### src/rtl/divider.sv
// divider: multicycle signed WIDTH-bit integer divider for the DIV instruction.
// Restoring division on operand magnitudes, one quotient bit per clock, then a
// single sign fix-up cycle.  Quotient goes to lo, remainder to hi.
// Optional build macro: DIVIDER_ZERO_CHECK_EN -- when defined, a zero divisor
// finishes after one cycle with div_zero=1 and hi/lo left untouched.
module divider #(
   parameter int WIDTH = 32
) (
   input  logic             clock,
   input  logic             reset,
   input  logic             div_start,
   input  logic [WIDTH-1:0] dividend,
   input  logic [WIDTH-1:0] divisor,
   output logic             busy,
   output logic             finished,
   output logic             div_zero,
   output logic [WIDTH-1:0] hi,
   output logic [WIDTH-1:0] lo
);

   localparam int            CW       = $clog2(WIDTH) + 1;
   localparam logic [CW-1:0] LAST_CNT = CW'(WIDTH - 1);
   localparam logic [CW-1:0] CNT_ONE  = CW'(1);

   typedef enum logic [1:0] {
      S_IDLE = 2'd0,
      S_RUN  = 2'd1,
      S_FIX  = 2'd2,
      S_ZERO = 2'd3
   } state_t;

   // Two's-complement negate when neg is set, pass through otherwise.
   function automatic logic [WIDTH-1:0] cond_neg(input logic [WIDTH-1:0] v,
                                                 input logic             neg);
      logic [WIDTH-1:0] r;
      if (neg) begin
         r = ~v + {{(WIDTH-1){1'b0}}, 1'b1};
      end else begin
         r = v;
      end
      return r;
   endfunction

   state_t           state_q, state_d;
   logic [WIDTH-1:0] rem_q, rem_d;     // partial remainder
   logic [WIDTH-1:0] quo_q, quo_d;     // dividend magnitude shifting out, quotient shifting in
   logic [WIDTH-1:0] dvs_q, dvs_d;     // divisor magnitude
   logic             negq_q, negq_d;   // quotient must be negated
   logic             negr_q, negr_d;   // remainder must be negated
   logic [CW-1:0]    cnt_q, cnt_d;
   logic             busy_q, busy_d;
   logic             fin_q, fin_d;
   logic             dz_q, dz_d;
   logic [WIDTH-1:0] hi_q, hi_d;
   logic [WIDTH-1:0] lo_q, lo_d;
   logic [WIDTH-1:0] trial_s;

   // State and datapath registers with synchronous reset.
   always_ff @(posedge clock) begin
      if (reset) begin
         state_q <= S_IDLE;
         rem_q   <= {WIDTH{1'b0}};
         quo_q   <= {WIDTH{1'b0}};
         dvs_q   <= {WIDTH{1'b0}};
         negq_q  <= 1'b0;
         negr_q  <= 1'b0;
         cnt_q   <= {CW{1'b0}};
         busy_q  <= 1'b0;
         fin_q   <= 1'b0;
         dz_q    <= 1'b0;
         hi_q    <= {WIDTH{1'b0}};
         lo_q    <= {WIDTH{1'b0}};
      end else begin
         state_q <= state_d;
         rem_q   <= rem_d;
         quo_q   <= quo_d;
         dvs_q   <= dvs_d;
         negq_q  <= negq_d;
         negr_q  <= negr_d;
         cnt_q   <= cnt_d;
         busy_q  <= busy_d;
         fin_q   <= fin_d;
         dz_q    <= dz_d;
         hi_q    <= hi_d;
         lo_q    <= lo_d;
      end
   end

   // Next-state logic: launch, one restoring step per cycle, sign fix-up.
   always_comb begin
      state_d = state_q;
      rem_d   = rem_q;
      quo_d   = quo_q;
      dvs_d   = dvs_q;
      negq_d  = negq_q;
      negr_d  = negr_q;
      cnt_d   = cnt_q;
      busy_d  = busy_q;
      fin_d   = 1'b0;
      dz_d    = 1'b0;
      hi_d    = hi_q;
      lo_d    = lo_q;
      trial_s = {rem_q[WIDTH-2:0], quo_q[WIDTH-1]};

      case (state_q)
         S_IDLE: begin
            if (div_start) begin
               quo_d  = cond_neg(dividend, dividend[WIDTH-1]);
               dvs_d  = cond_neg(divisor, divisor[WIDTH-1]);
               negr_d = dividend[WIDTH-1];
               negq_d = dividend[WIDTH-1] ^ divisor[WIDTH-1];
               rem_d  = {WIDTH{1'b0}};
               cnt_d  = {CW{1'b0}};
               busy_d = 1'b1;
`ifdef DIVIDER_ZERO_CHECK_EN
               if (divisor == {WIDTH{1'b0}}) begin
                  state_d = S_ZERO;
               end else begin
                  state_d = S_RUN;
               end
`else
               state_d = S_RUN;
`endif
            end else begin
               state_d = S_IDLE;
            end
         end
         S_RUN: begin
            // A zero divisor always subtracts, giving an all-ones quotient.
            if (trial_s >= dvs_q) begin
               rem_d = trial_s - dvs_q;
               quo_d = {quo_q[WIDTH-2:0], 1'b1};
            end else begin
               rem_d = trial_s;
               quo_d = {quo_q[WIDTH-2:0], 1'b0};
            end
            cnt_d = cnt_q + CNT_ONE;
            if (cnt_q == LAST_CNT) begin
               state_d = S_FIX;
            end else begin
               state_d = S_RUN;
            end
         end
         S_FIX: begin
            lo_d    = cond_neg(quo_q, negq_q);
            hi_d    = cond_neg(rem_q, negr_q);
            fin_d   = 1'b1;
            busy_d  = 1'b0;
            state_d = S_IDLE;
         end
         S_ZERO: begin
            // Zero divisor short-cut: results untouched, flag the condition.
`ifdef DIVIDER_ZERO_CHECK_EN
            fin_d = 1'b1;
            dz_d  = 1'b1;
`endif
            busy_d  = 1'b0;
            state_d = S_IDLE;
         end
         default: begin
            busy_d  = 1'b0;
            state_d = S_IDLE;
         end
      endcase
   end

   assign busy     = busy_q;
   assign finished = fin_q;
   assign hi       = hi_q;
   assign lo       = lo_q;
`ifdef DIVIDER_ZERO_CHECK_EN
   assign div_zero = dz_q;
`else
   assign div_zero = 1'b0;
`endif

endmodule

### config.mk
export PLATFORM = sky130hd
export DESIGN_NAME = divider
export DESIGN_NICKNAME = d
export VERILOG_FILES = /design/src/rtl/divider.sv
export SDC_FILE = /design/constraint.sdc
export NUM_CORES = 1
export LEC_CHECK = 0
export CORE_UTILIZATION = 56
export CTS_CLUSTER_DIAMETER = 80
export DETAILED_ROUTE_END_ITERATION = 10
export GPL_TIMING_DRIVEN = 0
export PLACE_DENSITY = 0.79
export SYNTH_ARGS = -nofsm -noshare
export SYNTH_HDL_FRONTEND = slang
export SYNTH_SLANG_ARGS = --single-unit
### constraint.sdc
create_clock -name clock -period 5.5 [get_ports clock]
set_input_delay 1.375 -clock clock [delete_from_list [all_inputs] [get_ports clock]]
set_output_delay 1.375 -clock clock [all_outputs]
set_load 0.02 [all_outputs]
==> results.py <==
metrics = {
    "timing": {
        "fin_crit_sh_pct": 85.1,
        "rsz0062_at_grt": "false",
        "hold_viol_final": 0,
        "whs_ns": 0.466,
        "layout_setup_ws_ns": 0.817,
        "worstMarginPinSlew_ns": 0.965,
        "fin_setup_tns_ns": 0,
        "min_period_ns": 4.68,
        "relSlewSlack_pct": 35.5,
        "fmax_ghz": 0.214,
        "fin_worst_skew_ns": 0.0107,
        "slew_viol_final": 0,
        "setup_viol": 0,
    },
    "setup_path": {
        "end_kind": "flop",
        "required_ns": 5.81,
        "criticalPathCategory": "in -> reg",
        "cp.arrival_ns": 5.00,
        "reg2reg_from": "rem_q[24]",
        "start_kind": "input port",
        "cp_max_fo": 5,
        "worstSetupStartpoint": "dividend[0]",
    },
    "clock_network": {
        "clk_latency_ns": 0.44,
        "clock_path_buffers": 2,
        "cts-htree-levels": 4,
        "cts_tree": "built",
        "cts_hold_buf": 0,
        "numCtsBuffers": 17,
        "post-cts-setup-buffers": 0,
        "cts_root_buffer": "clkbuf_16",
        "cts_resized": 0,
        "clock-sinks": 172,
        "clk_pin_slew_ns": 0.06,
    },
    "yosys": {
        "avgSynthCellArea_um2": 8.07,
        "syn_area_um2": 10400,
        "seq_area_frac_synth_pct": 33.1,
        "synth_edf_count": 0,
        "ys.flop_type": "dfxtp_1",
        "syn_nets": 1393,
        "async_reset_ff_share_pct": 0,
        "syn_inst": 1288,
        "ys_types": 60,
        "ys_seq_elements": 172,
        "ys_warn_count": 0,
    },
    "grt": {
        "grt_pass1_vias": 9245,
        "grt_pass1_wl_um": 48400,
        "grt.overflow.total": 0,
        "grt_antenna_before_repair": 0,
        "grt_use_total_pct": 32.1,
        "grt_max_degree": 17,
    },
    "die": {
        "rows": 49,
        "chipHeight_um": 138,
        "io_pins": 134,
        "dieWidth_um": 138,
        "core_area_um2": 18100,
        "design.die.area_um2": 19100,
        "initial_utilization_pct": 57.4,
    },
    "drt": {
        "wl_met3_um": 2430,
        "drt-initial-drc-count": 1066,
        "routed_wl_um": 30500,
        "drt_drc_violations_left": 10,
        "via_per_inst": 6.12,
        "dr.pass1.iters": 11,
        "num_vias": 10277,
        "routed-wl-met2_um": 13600,
        "drtAntennaViolNets": 0,
        "highest_layer": "met4",
        "wl_per_cell_um": 18.2,
        "met1Wirelength_um": 13900,
    },
    "min_path": {
        "min_from": "dvs_q[11]",
        "hp-class": "reg -> reg",
    },
    "placement": {
        "dp_hpwl_um": 23000,
        "dp_cells": 1648,
        "placed_area_um2": 12000,
        "port_buffers": 131,
        "routabilityCongestion": 0.922,
        "pre_cts_ws_ns": 0.363,
    },
    "layout": {
        "layout_commonest_cell": "dfxtp_1",
        "diodes": 0,
        "nNetsFinal": 1543,
        "stdcell_count": 1680,
        "area_growth_pct": 20.7,
        "final_cell_mix": "dfxtp_1 (172), nor2_1 (163), clkdlybuf4s50_1 (131)",
        "utilization_pct": 69.3,
        "fin_area_um2": 12500,
        "layout-drive-gt1-share_pct": 3.45,
    },
    "power": {
        "max-vdd-ir-drop_v": 0.000235,
        "total_power_mw": 3.11,
        "power.density_nw_per_um2": 248,
        "leakagePower_nw": 4.59,
    },
    "job": {
        "cap_violations": 0,
    },
    "run_status": {
        "violations": "design-rule violations",
        "status": "finished, violations left",
    },
}
[layout make-up]
cell class	instances	area (um2)
inverter	45	169
tap	229	287
clock inverter	10	78.8
sequential	172	3440
timing repair buffer	131	1310
fill	1556	5550
clock buffer	22	474
multi-input combinational	989	6460
buffer	82	312
[path summary, 6_finish.rpt]
| check | to | slack (ns) | depth (start not counted) |
|---|---|---|---|
| max | quo_q[28] | 0.82 | 12 |
| max reg2reg | quo_q[0] | 1.39 | 11 |
| min | dvs_q[11] | 0.47 | 2 |
| min reg2reg | dvs_q[11] | 0.47 | 2 |
[synthesized netlist by cell type (11+ instances only)]
| cell | count | area share, % |
|---|---|---|
| dfxtp_1 | 172 | 33 |
| nor2_1 | 163 | 5.9 |
| nand2_1 | 100 | 3.6 |
| a211oi_1 | 93 | 6.7 |
| o21ai_0 | 91 | 4.4 |
| xor2_1 | 90 | 7.6 |
| clkbuf_1 | 73 | 2.6 |
| a21oi_1 | 60 | 2.9 |
| xnor2_1 | 51 | 4.3 |
| inv_1 | 45 | 1.6 |
| ha_1 | 37 | 4.5 |
| o31ai_1 | 34 | 2.5 |
| a222oi_1 | 29 | 2.8 |
| or3_1 | 24 | 1.4 |
| a21o_1 | 18 | 1.3 |
| nor3_1 | 17 | 0.82 |
| or4_1 | 17 | 1.2 |
| nand2b_1 | 15 | 0.90 |
| o41ai_1 | 15 | 1.3 |
| mux2i_1 | 11 | 1.1 |
[sequential cells by signal, indices dropped and copies added, names as in the netlist]
register	count
busy	1
cnt_q	6
dvs_q	32
finished	1
hi	32
lo	32
negq_q	1
negr_q	1
quo_q	32
rem_q	32
state_q	2
[cells by family after synthesis]
kind of cell    synth area share [%]
xor+xnor                        11.9
compound gates                  25.8
other cells                   0.0361
mux                             1.17
flops                           33.1
fa+ha+maj                       4.65
simple gates                    18.7
buf+inv                         4.62
[routing by layer]
metal / vias to the layer above / global-route usage, %
met3: 38 / 4.02
met2: 449 / 50.6
met1: 4805 / 45.7
met4: 0 / 9.93
met5: - / 0
li1: 4985 / -
[critical path: stages]
cell             delay (ns)
clkdlybuf4s50_1        0.46
inv_1                  0.08
ha_1                   0.18
or4b_4                 0.51
or4_1                  0.63
or3_1                  0.39
or2_1                  0.26
or4_4                  0.46
o31ai_4                0.19
xnor2_1                0.09
a222oi_1               0.30
nor2_1                 0.06
[report_power, final]
group	leakage, nW	switching (mW)	internal, mW
sequential	1.40	0.0451	1.29
combinational	2.93	0.378	0.253
clock	0.260	0.531	0.619
total	4.59	0.954	2.16
(Power assumes the default switching activity.)
